File: src/rtl/priority_encoder_8to3_if.sv
// Request/serve bus between a requester/consumer and the 8-to-3 priority
// encoder. The encoder sits on the slave side.
interface priority_encoder_8to3_if;
  logic [7:0] d;
  logic       mask_we;
  logic [7:0] mask_wdata;
  logic       ack;
  logic [2:0] q;
  logic       valid;
  logic [7:0] pending;
  logic [7:0] mask;
  logic       overflow;

  modport master (
    output d, mask_we, mask_wdata, ack,
    input  q, valid, pending, mask, overflow
  );

  modport slave (
    input  d, mask_we, mask_wdata, ack,
    output q, valid, pending, mask, overflow
  );
endinterface

File: src/rtl/priority_encoder_8to3.sv
// Registered 8-to-3 priority encoder with valid/ack handshake.
// Request pulses accumulate in a pending register. The highest enabled
// pending line is served as a 3-bit code. The code is held until acked,
// and the ack retires that line.
module priority_encoder_8to3 #(
  parameter logic [7:0] MASK_RESET = 8'hFF
) (
  input logic                   clk,
  input logic                   reset_n,
  priority_encoder_8to3_if.slave bus
);

  typedef enum logic {
    IDLE = 1'b0,
    HOLD = 1'b1
  } state_t;

  state_t     state_q, state_d;
  logic [7:0] pending_q, pending_d;
  logic [7:0] mask_q, mask_d;
  logic [2:0] q_q, q_d;
  logic       overflow_q, overflow_d;

  logic [7:0] clr;
  logic [7:0] req;
  logic [2:0] sel;

  // Index of the highest set bit; 0 when nothing is set (caller guards).
  function automatic logic [2:0] highest_idx(input logic [7:0] v);
    highest_idx = 3'd0;
    for (int i = 0; i < 8; i++) begin
      if (v[i]) highest_idx = 3'(i);
    end
  endfunction

  function automatic logic [7:0] onehot8(input logic [2:0] idx);
    onehot8 = 8'b1 << idx;
  endfunction

  // Pending/mask/overflow next-state; selection reads the registered values.
  always_comb begin
    clr        = (state_q == HOLD && bus.ack) ? onehot8(q_q) : 8'h00;
    req        = pending_q & mask_q;
    sel        = highest_idx(req);
    // A new request on the line being retired wins and is not an overflow.
    pending_d  = (pending_q & ~clr) | bus.d;
    overflow_d = |(bus.d & pending_q & ~clr);
    mask_d     = bus.mask_we ? bus.mask_wdata : mask_q;
  end

  // Serve FSM: load a code in IDLE, freeze it in HOLD until acked.
  always_comb begin
    state_d = state_q;
    q_d     = q_q;
    case (state_q)
      IDLE: begin
        if (|req) begin
          q_d     = sel;
          state_d = HOLD;
        end
      end
      HOLD: begin
        if (bus.ack) state_d = IDLE;
      end
      default: state_d = IDLE;
    endcase
  end

  // State registers with synchronous active-low reset.
  always_ff @(posedge clk) begin
    if (!reset_n) begin
      state_q    <= IDLE;
      pending_q  <= 8'h00;
      mask_q     <= MASK_RESET;
      q_q        <= 3'b000;
      overflow_q <= 1'b0;
    end else begin
      state_q    <= state_d;
      pending_q  <= pending_d;
      mask_q     <= mask_d;
      q_q        <= q_d;
      overflow_q <= overflow_d;
    end
  end

  assign bus.q        = q_q;
  assign bus.valid    = (state_q == HOLD);
  assign bus.pending  = pending_q;
  assign bus.mask     = mask_q;
  assign bus.overflow = overflow_q;

endmodule
File: src/flat_wrapper.sv
// flat-port wrapper written by rule: the top's interface ports become plain ports
module priority_encoder_8to3_flat 
#(
  parameter logic [7:0] MASK_RESET = 8'hFF
)
  (clk, reset_n, bus_d, bus_mask_we, bus_mask_wdata, bus_ack, bus_q, bus_valid, bus_pending, bus_mask, bus_overflow);
  priority_encoder_8to3_if bus_i ();
  input logic clk;
  input logic reset_n;
  input wire logic [$bits(bus_i.d)-1:0] bus_d;
  input wire logic [$bits(bus_i.mask_we)-1:0] bus_mask_we;
  input wire logic [$bits(bus_i.mask_wdata)-1:0] bus_mask_wdata;
  input wire logic [$bits(bus_i.ack)-1:0] bus_ack;
  output wire logic [$bits(bus_i.q)-1:0] bus_q;
  output wire logic [$bits(bus_i.valid)-1:0] bus_valid;
  output wire logic [$bits(bus_i.pending)-1:0] bus_pending;
  output wire logic [$bits(bus_i.mask)-1:0] bus_mask;
  output wire logic [$bits(bus_i.overflow)-1:0] bus_overflow;
  assign bus_i.d = bus_d;
  assign bus_i.mask_we = bus_mask_we;
  assign bus_i.mask_wdata = bus_mask_wdata;
  assign bus_i.ack = bus_ack;
  assign bus_q = bus_i.q;
  assign bus_valid = bus_i.valid;
  assign bus_pending = bus_i.pending;
  assign bus_mask = bus_i.mask;
  assign bus_overflow = bus_i.overflow;
  priority_encoder_8to3 #(.MASK_RESET(MASK_RESET)) u_core (.clk(clk), .reset_n(reset_n), .bus(bus_i));
endmodule
File: config.mk
export PLATFORM = sky130hd
export DESIGN_NAME = priority_encoder_8to3_flat
export DESIGN_NICKNAME = d
export VERILOG_FILES = /design/src/rtl/priority_encoder_8to3_if.sv /design/src/rtl/priority_encoder_8to3.sv /design/src/flat_wrapper.sv
export SDC_FILE = /design/constraint.sdc
export NUM_CORES = 1
export LEC_CHECK = 0
export ABC_CLOCK_PERIOD_IN_PS = 1200
export CAP_MARGIN = 20
export CORE_MARGIN = 1
export CORE_UTILIZATION = 37
export DETAILED_ROUTE_END_ITERATION = 12
export PLACE_DENSITY = 0.74
export REMOVE_ABC_BUFFERS = 1
export SLEW_MARGIN = 30
export SYNTH_ARGS = -nofsm -noshare
export SYNTH_HDL_FRONTEND = slang
export SYNTH_SLANG_ARGS = --single-unit
File: constraint.sdc
create_clock -name clk -period 1.2 [get_ports clk]
set_input_delay 0.12 -clock clk [delete_from_list [all_inputs] [get_ports clk]]
set_output_delay 0.12 -clock clk [all_outputs]
set_load 0.05 [all_outputs]
# After elaboration in Yosys (flattened, before gate mapping)

Index checks and enable logic that the tools add are counted.

Register bits after elaboration: 21
Input bits: 20
Output and inout bits: 21
Word-level logic and storage cells: 28

Shifts and indexed selects: 1
Multiplexer cells: 11
Bitwise logic cells: 7
Reductions and logical operators: 4

Operator list:

| kind                                            | number |
|---|---|
| AND 8 bit                                       | 4 |
| two-way mux 3 bit                               | 6 |
| OR reduction 8 bit                              | 2 |
| two-way mux 8 bit                               | 1 |
| NOT 8 bit                                       | 1 |
| OR 8 bit                                        | 1 |
| left shift 1 x 3 -> 8 bit, first input constant | 1 |
| two-way mux 1 bit                               | 3 |
| one-hot mux 1 bit (2 select lines)              | 1 |
| AND reduction 2 bit                             | 1 |
| logical AND 1 bit                               | 1 |
| NOT 1 bit                                       | 1 |

# Logic depth before layout (Yosys ltp)

Gate-level depths: netlist of run 1.

Word-level depth: 8
Gate-level depth with buffers: 5
Gate-level depth less buffers: 4

# Least setup slack after synthesis of run 1

OpenSTA, ideal clock, no wires.

Path type: register to register
Start point: reg u_core.state_q, in the netlist u_core.bus.valid
End point: reg u_core.overflow_q, in the netlist u_core.bus.overflow
Library setup time: 0.133 ns
Arrival time: 1.458 ns
Required time: 1.067 ns
Setup slack: -0.391 ns
Cell stages (with the launch flop): 6
Buffers on the path: 1
Clock period less this slack: 1.591 ns
Cells stage by stage: dfxtp_1 > and3_1 > buf_6 > nand3_1 > a32oi_1 > a31oi_1

Cells in the longest elaborated chain, start to end: 5

Ends and longest elaborated chain:

| what                   | RTL line                    | RTL |
|---|---|---|
| from (decl)            | priority_encoder_8to3.sv:18 | `state_t state_q, state_d;` |
| from (signal assigned) | priority_encoder_8to3.sv:78 | `state_q <= state_d;` |
| logical AND 1 bit      | priority_encoder_8to3.sv:42 | `clr = (state_q == HOLD && bus.ack) ? onehot8(q_q) : 8'h00;` |
| two-way mux 8 bit      | priority_encoder_8to3.sv:42 |  |
| NOT 8 bit              | priority_encoder_8to3.sv:47 | `overflow_d = \|(bus.d & pending_q & ~clr);` |
| AND 8 bit              | priority_encoder_8to3.sv:47 |  |
| OR reduction 8 bit     | priority_encoder_8to3.sv:47 |  |
| to (signal assigned)   | priority_encoder_8to3.sv:82 | `overflow_q <= overflow_d;` |
| to (decl)              | priority_encoder_8to3.sv:22 | `logic overflow_q, overflow_d;` |

No other way between the ends.
A chain may end at the register's enable or synchronous reset.

# Final worst setup path of run 1

Start point: reg u_core.pending_q[5], in the netlist u_core.bus.pending[5]
End point: reg u_core.q_q[1], in the netlist u_core.bus.q[1]

Cells in the longest elaborated chain, start to end: 4
Elaborated cells on any way between the ends: 6
Classes of those cells: mux: 3; bitwise: 1; reduce/logical: 2

Ends and longest elaborated chain:

| what                           | RTL line                    | RTL |
|---|---|---|
| from (decl)                    | priority_encoder_8to3.sv:19 | `logic [7:0] pending_q, pending_d;` |
| from (signal assigned)         | priority_encoder_8to3.sv:79 | `pending_q <= pending_d;` |
| AND 8 bit *                    | priority_encoder_8to3.sv:43 | `req = pending_q & mask_q;` |
| two-way mux 3 bit (3 in a row) | priority_encoder_8to3.sv:32 | `if (v[i]) highest_idx = 3'(i);` |
| to (signal assigned)           | priority_encoder_8to3.sv:81 | `q_q <= q_d;` |
| to (decl)                      | priority_encoder_8to3.sv:21 | `logic [2:0] q_q, q_d;` |

Mark *: on every way between the ends. The rest lies on a longest branch, timed or not.

==> results of run 1 <==
[report_power, final]
| group | total, µW | internal (µW) | switching (µW) |
|---|---|---|---|
| Clock | 341 | 130 | 211 |
| Combinational | 874 | 440 | 434 |
| Sequential | 810 | 759 | 51.3 |
[layout by cell type, fill, tap and decap left out, drive strengths merged, types with 2 or more instances in the layout]
master,count
mux2i,8
inv,3
nand2,18
a32oi,3
a21oi,11
clkbuf,4
clkdlybuf4s50,19
dfxtp,21
nand3,3
nor2,13
a31oi,3
buf,46
nand2b,2
a22oi,5
[area by class of cell]
type                            instances  area (µm²)  area share (%)
Clock buffer                            4        26.3            1.42
Inverter                                3        11.3           0.609
Multi-Input combinational cell         79         532            28.8
Sequential cell                        21         432            23.3
Tap cell                               30        37.5            2.03
Timing Repair Buffer                   65         811            43.8
[timing repair]
item | in CTS | in global routing
hold buffers | 0 | 0
pin swaps | 4 | 4
resized for setup | 5 | 12
endpoints found under the setup margin | 2 | 5
[flip-flops by register name (all words and copies together) (netlist names)]
signal / flops
u_core.bus.valid: 1
u_core.bus.mask: 8
u_core.bus.q: 3
u_core.bus.pending: 8
u_core.bus.overflow: 1
[per-stage QoR]
stage	util (%)	setup WS (ns)	setup TNS, ns	area (µm²)	power (µW)
floorplan	-	-0.389	-3.16	927	1180
global placement	71.7	-0.249	-1.27	1780	1640
detailed placement	71.7	-0.310	-1.71	1780	1660
CTS	73.0	0.00342	0	1810	2010
global route	74.6	-0.106	-0.233	1850	2110
finish	74.6	-0.0258	-0.0258	1850	2020
[routing by layer]
| metal | vias up | track usage (%) |
|---|---|---|
| met4 | 0 | 10.5 |
| met3 | 4 | 3.74 |
| met1 | 489 | 28.1 |
| met5 | - | 0 |
| met2 | 26 | 45.4 |
| li1 | 516 | - |
[worst max-delay path: stages (launching register included)]
cell	delay [ns]
sky130_fd_sc_hd__dfxtp_2	0.35
sky130_fd_sc_hd__a22oi_2	0.28
sky130_fd_sc_hd__a41oi_4	0.20
sky130_fd_sc_hd__a311oi_1	0.30
[final timing paths]
path,to,slack [ns],from
worst max-delay path,u_core.bus.q[1]$_SDFFE_PN0P_,-0.03,u_core.bus.pending[5]$_SDFF_PN0_
worst min register to register,u_core.bus.mask[3]$_SDFFE_PN1P_,0.63,u_core.bus.mask[3]$_SDFFE_PN1P_
worst max register to register,u_core.bus.q[1]$_SDFFE_PN0P_,-0.03,u_core.bus.pending[5]$_SDFF_PN0_
worst min-delay path,u_core.bus.mask[4]$_SDFFE_PN1P_,0.41,bus_mask_wdata[4]
[kinds of logic (layout without fill, tap and decap cells)]
| kind of cell | count (synthesis) | after routing |
|---|---|---|
| AND/OR/NAND/NOR | 42 | 42 |
| AO/OA/AOI/OAI | 29 | 29 |
| flip-flops | 21 | 21 |
| buffers and inverters | 9 | 72 |
| multiplexers | 8 | 8 |
==> impl_summary.log, run 1 <==
[metrics] run status: finished, violations left
[metrics] failing checks: setup timing
[metrics] final setup violating endpoints: 1
[metrics] count of cell types in the netlist: 29
[metrics] most common flop cell mapped by yosys: sky130_fd_sc_hd__dfxtp_1
[metrics] largest family of logic cells by synthesized area: compound AO/OA/AOI/OAI gates
[metrics] number of antenna violations at the first check in global routing: 0
[metrics] final period utilization: 102%
[metrics] MaxCap Viol Count: 0
[metrics] area inside the core boundary: roughly 0.0025 mm²
[metrics] Critical Path Sink Type: flip-flop
[metrics] sequential area share after synthesis: a little over two fifths
[metrics] CTS tree: built
[metrics] Port-buffer cells: 40
[metrics] worst-path fanout max: 5
[metrics] H-Tree Depth: 1
[metrics] critical path required time: approximately 1.4 ns
[metrics] cell count of the worst reg-to-reg path: 3
[metrics] met2 wire len: approximately 1.6 mm
[metrics] Pwr per Cell Area: ~1100 mW/mm²
[metrics] Pre-Repair DR Iteration Count: 4
[metrics] ports placed on the boundary: 41
[metrics] post-DR vias/cell: 5.12
[metrics] final hold violation count: 0
[metrics] sort of element at the start of the critical path: flip-flop
[metrics] Total Wirelength: 3.01 mm
[metrics] synthesized instance count: approximately 110
[metrics] total inserted antenna cells: 0
[metrics] class of the tightest hold or removal check: primary input to flip-flop
[metrics] Post-CTS Setup Repair Bufs: 0
[metrics] smallest hold slack: between 0.4 and 0.5 ns
[metrics] count of filler cells inserted in the layout: 177
[metrics] arithmetic-cell share of the synthesized area counting full adders, half adders and majority gates: 0%
[metrics] total leakage power: slightly below 0.0008 µW
[metrics] maximum number of pins on one net before global-route repair: 13
[metrics] amount of wire on met3 after detailed routing: approximately 110 µm
[metrics] Final Max Slew Viols: 0
[metrics] top cell type by total area after synthesis: sky130_fd_sc_hd__dfxtp_1
[metrics] setup ws final: -0.0258 ns
[metrics] number of nets with antenna violations after routing: 0
[metrics] detailed-placement wirelength estimate: between 2 and 2.5 mm
[metrics] worst slew slack as a fraction of its limit: 75.3%
[metrics] number of non-filler instances in the completed layout: around 200
[metrics] met1 wire length: around 1.2 mm
[metrics] share of cells above drive strength 1: 42.4%
[metrics] Clock Root Buffer: sky130_fd_sc_hd__clkbuf_4
[metrics] xor/xnor share of the synthesized area: 0%
[metrics] most numerous cell in the Yosys netlist: sky130_fd_sc_hd__dfxtp_1
[metrics] number of cells traversed by the worst hold path: 3
[metrics] multiplexer area fraction after synthesis: a little over 8%
[metrics] worst clock skew on the final layout: 0.00276 ns
[metrics] async set-reset flop share out of synthesis: 0%
[metrics] vias in the first global route: ~1000
[metrics] die span in x: between 50 and 60 µm
[metrics] CTS Buffer Depth: 2
[metrics] area share of and/or/nand/nor cells after synthesis: 20.0%
[metrics] GR Overflow Total: 0
[metrics] actual transition at the worst max-transition pin: roughly 0.37 ns
[metrics] register bit total from synthesis: 21
[metrics] clk sink count: 21
[metrics] global router's overall resource usage: approximately a quarter
[metrics] per-cell routed wire length: about 15 µm
[metrics] routability cong.: a little under 0.8
[metrics] clock-pin slew of the registers on the worst-case setup and hold paths: ~0.11 ns
[metrics] Iter 0 DRT Violations: 19
[metrics] Peak supply drop: roughly 940 µV
[metrics] effective utilization at floorplan: 39.1%
[metrics] clk_lat worst skew: 0.31 ns
[metrics] category of the most critical setup path: flip-flop to flip-flop
[metrics] post-synthesis instance area: 968 µm²
[metrics] Residual DRC: 0
[metrics] die extent in y: approximately 53 µm
[metrics] global-route wire length before repair: just under 5 mm
[metrics] via count: approximately 1000
[metrics] die footprint: about 0.0028 mm²
[metrics] number of nets in the final layout: 193
[metrics] number of flops mapped to enable cells by yosys: 0
[metrics] number of rows in the core area: 18
[metrics] area share of the largest cell type after synthesis: a little over two fifths
[metrics] cell types with the largest area share after synthesis: sky130_fd_sc_hd__dfxtp_1, sky130_fd_sc_hd__mux2i_1, sky130_fd_sc_hd__nand2_1
[metrics] post-route minimum period: between 1 and 1.5 ns
[metrics] number of buffers created by CTS: 3
[metrics] top cells by instance count after synthesis: sky130_fd_sc_hd__dfxtp_1, sky130_fd_sc_hd__nand2_1, sky130_fd_sc_hd__nor2_1, sky130_fd_sc_hd__a21oi_1, sky130_fd_sc_hd__mux2i_1
[metrics] setup repair after global routing missed its margin: true
[metrics] topmost layer with routed signal wires: met4
[metrics] total number of yosys warnings: 0
[metrics] Inst Count DP: 198
[metrics] complex-gate fraction of the synthesized area: about 23%
[metrics] achievable frequency: 816 MHz
[metrics] area grow syn2layout: 91.0%
[metrics] Avg Inst Size Synth: 8.88 µm²
[metrics] crit path DAT: roughly 1.4 ns
No activity file was read; power rests on OpenSTA's default activity.
==> run 2, diff against run 1 <==
Settings changed: ABC_CLOCK_PERIOD_IN_PS 1200 to default, GPL_ROUTABILITY_DRIVEN from default to 0, PLACE_DENSITY 0.74 to 0.78.
==> impl_summary.log, run 2 (same netlist as run 1, synthesis figures left out) <==
[metrics] Internal Pwr Total: roughly 1300 µW
[metrics] commonest cells after routing, fill and taps aside: sky130_fd_sc_hd__buf_4, sky130_fd_sc_hd__buf_12, sky130_fd_sc_hd__clkdlybuf4s50_1, sky130_fd_sc_hd__nand2_1
[metrics] sort of element at the start of the critical path: flip-flop
[metrics] clock-pin slew of the registers on the worst-case setup and hold paths: ~0.12 ns
[metrics] worst slew slack as a fraction of its limit: between 70% and 80%
[metrics] Pre-Repair DR Iteration Count: 5
[metrics] terminus of the critical flop-to-flop path: u_core.bus.q[2]$_SDFFE_PN0P_
[metrics] number of rows in the core area: 18
[metrics] per-cell routed wire length: 15.9 µm
[metrics] Iter 0 DRT Violations: 35
[metrics] clk sink count: 21
[metrics] number of cells traversed by the worst hold path: 3
[metrics] post-layout instance area: 0.00187 mm²
[metrics] overall power after layout: between 2000 and 2500 µW
[metrics] Critical Path Sink: u_core.bus.q[2]$_SDFFE_PN0P_
[metrics] number of nets in the final layout: roughly 200
[metrics] startpoint of the most critical register-to-register path: u_core.bus.pending[3]$_SDFF_PN0_
[metrics] critical path required time: roughly 1.5 ns
[metrics] actual transition at the worst max-transition pin: between 0.3 and 0.4 ns
[metrics] final setup violating endpoints: 4
[metrics] Port-buffer cells: 40
[metrics] via count: 1079
[metrics] global-route wire length before repair: between 5 and 6 mm
[metrics] cell count of the worst reg-to-reg path: 4
[metrics] H-Tree Depth: 1
[metrics] effective utilization at floorplan: roughly 40%
[metrics] post-route minimum period: about 1.2 ns
[metrics] met1 wire length: 1.25 mm
[metrics] MaxCap Viol Count: 0
[metrics] share of cells above drive strength 1: 43.7%
[metrics] clock power share: between 15 and 20%
[metrics] total leakage power: around 0.00080 µW
[metrics] die footprint: roughly 0.0028 mm²
[metrics] topmost layer with routed signal wires: met4
[metrics] die span in x: approximately 53 µm
[metrics] failing checks: setup timing
[metrics] class of the tightest hold or removal check: primary input to flip-flop
[metrics] count of filler cells inserted in the layout: between 150 and 200
[metrics] maximum number of pins on one net before global-route repair: 13
[metrics] combinational share of power: 43.8%
[metrics] multi-input gate area in the final layout: 534 µm²
[metrics] category of the most critical setup path: flip-flop to flip-flop
[metrics] final hold violation count: 0
[metrics] vias in the first global route: roughly 1100
[metrics] worst-path fanout max: 5
[metrics] GR Overflow Total: 0
[metrics] setup slack on the worst flop-to-flop path: -0.02 ns
[metrics] share of total power consumed by net switching: between 30% and 40%
[metrics] setup repair after global routing missed its margin: true
[metrics] Final Max Slew Viols: 0
[metrics] number of buffers created by CTS: 3
[metrics] area of placed instances: 0.00178 mm²
[metrics] met2 wire len: 1.79 mm
[metrics] leading cell type in the layout, fill and taps excluded: sky130_fd_sc_hd__buf_4
[metrics] sequential power share: roughly two fifths
[metrics] detailed-placement wirelength estimate: 2.44 mm
[metrics] die extent in y: between 50 and 60 µm
[metrics] Clock Root Buffer: sky130_fd_sc_hd__clkbuf_4
[metrics] number of nets with antenna violations after routing: 0
[metrics] crit path DAT: ~1.5 ns
[metrics] area grow syn2layout: 92.8%
[metrics] number of antenna violations at the first check in global routing: 0
[metrics] total of hold buffers inserted after clock tree synthesis: 0
[metrics] startpoint of the worst setup timing path: u_core.bus.pending[3]$_SDFF_PN0_
[metrics] Pwr per Cell Area: 1110 mW/mm²
[metrics] smallest hold slack: approximately 0.39 ns
[metrics] register area: about 430 µm²
[metrics] Total Wirelength: about 3.2 mm
[metrics] ports placed on the boundary: approximately 40
[metrics] Net Switching: between 700 and 800 µW
[metrics] final period utilization: 102%
[metrics] Critical Path Sink Type: flip-flop
[metrics] post-DR vias/cell: 5.29
[metrics] CTS Buffer Depth: 2
[metrics] total inserted antenna cells: 0
[metrics] run status: finished, violations left
[metrics] worst clock skew on the final layout: about 0.0093 ns
[metrics] achievable frequency: just over 800 MHz
[metrics] clk_lat worst skew: around 0.32 ns
[metrics] Peak supply drop: 1120 µV
[metrics] Residual DRC: 0
[metrics] global router's overall resource usage: between 20% and 30%
[metrics] setup ws final: -0.0211 ns
[metrics] amount of wire on met3 after detailed routing: approximately 160 µm
[metrics] CTS tree: built
[metrics] area inside the core boundary: between 0.002 and 0.0025 mm²
[run 2: changes by cell type in the layout (fill, tap and decap cells not counted)]
cell                      change
sky130_fd_sc_hd__buf_4        +2
sky130_fd_sc_hd__a31oi_1      -1
sky130_fd_sc_hd__a31oi_2      +1
sky130_fd_sc_hd__and3_2       +1
sky130_fd_sc_hd__and3_4       -1
[run 2: metrics by stage]
step / utilization [%] / setup TNS (ns) / cells / setup WS (ns)
2_1_floorplan: - / -3.16 / 103 / -0.389
3_3_place_gp: 72.0 / -1.27 / 199 / -0.250
3_5_place_dp: 72.0 / -1.85 / 199 / -0.336
4_1_cts: 73.7 / -0.0588 / 203 / -0.0335
5_1_grt: 75.4 / -0.303 / 204 / -0.0909
6_report: 75.4 / -0.0522 / 204 / -0.0211
[run 2: cell type report]
class	instances	area share, %
repair buffers	67	44.2
multi-input cells	79	28.6
flip-flops and latches	21	23.1
well taps	30	2.01
clock buffers	4	1.41
inverters	3	0.603
[run 2: what timing repair did]
action / in CTS / in global routing
setup endpoints to repair: 4 / 6
pin swaps: 5 / 5
gates resized for setup: 9 / 8
setup buffers: 0 / 1
[run 2: worst min path at each step]
stage,from,to,slack (ns)
global route,bus_mask_wdata[2],u_core.bus.mask[2]$_SDFFE_PN1P_,0.40
finish,bus_mask_wdata[0],u_core.bus.mask[0]$_SDFFE_PN1P_,0.39
CTS,bus_d[2],u_core.bus.pending[2]$_SDFF_PN0_,0.40
floorplan,reset_n,u_core.bus.mask[0]$_SDFFE_PN1P_,0.18
detailed placement,u_core.bus.overflow$_SDFF_PN0_,bus_overflow,0.57
global placement,u_core.bus.q[1]$_SDFFE_PN0P_,u_core.bus.q[1]$_SDFFE_PN0P_,0.55
[run 2: metal layers]
| layer | vias up | global-route usage (%) |
|---|---|---|
| met5 | - | 0 |
| met1 | 508 | 28.2 |
| met3 | 8 | 6.03 |
| li1 | 521 | - |
| met4 | 0 | 6.14 |
| met2 | 42 | 49.2 |
[run 2: power by group through the flow]
| stage | combinational (µW) | sequential, µW | clock [µW] |
|---|---|---|---|
| 6_report | 903 | 808 | 353 |
| 5_1_grt | 946 | 815 | 389 |
| 4_1_cts | 866 | 802 | 344 |
| 3_5_place_dp | 859 | 813 | 0 |
| 3_3_place_gp | 838 | 810 | 0 |
| 2_1_floorplan | 162 | 1020 | 0 |
[run 2: critical path, cell delays in order, from the launching register on]
cell and delay [ns]:
sky130_fd_sc_hd__dfxtp_1 0.34, sky130_fd_sc_hd__a22oi_2 0.30, sky130_fd_sc_hd__a41oi_4 0.22, sky130_fd_sc_hd__nand2b_4 0.19
sky130_fd_sc_hd__a21oi_1 0.11
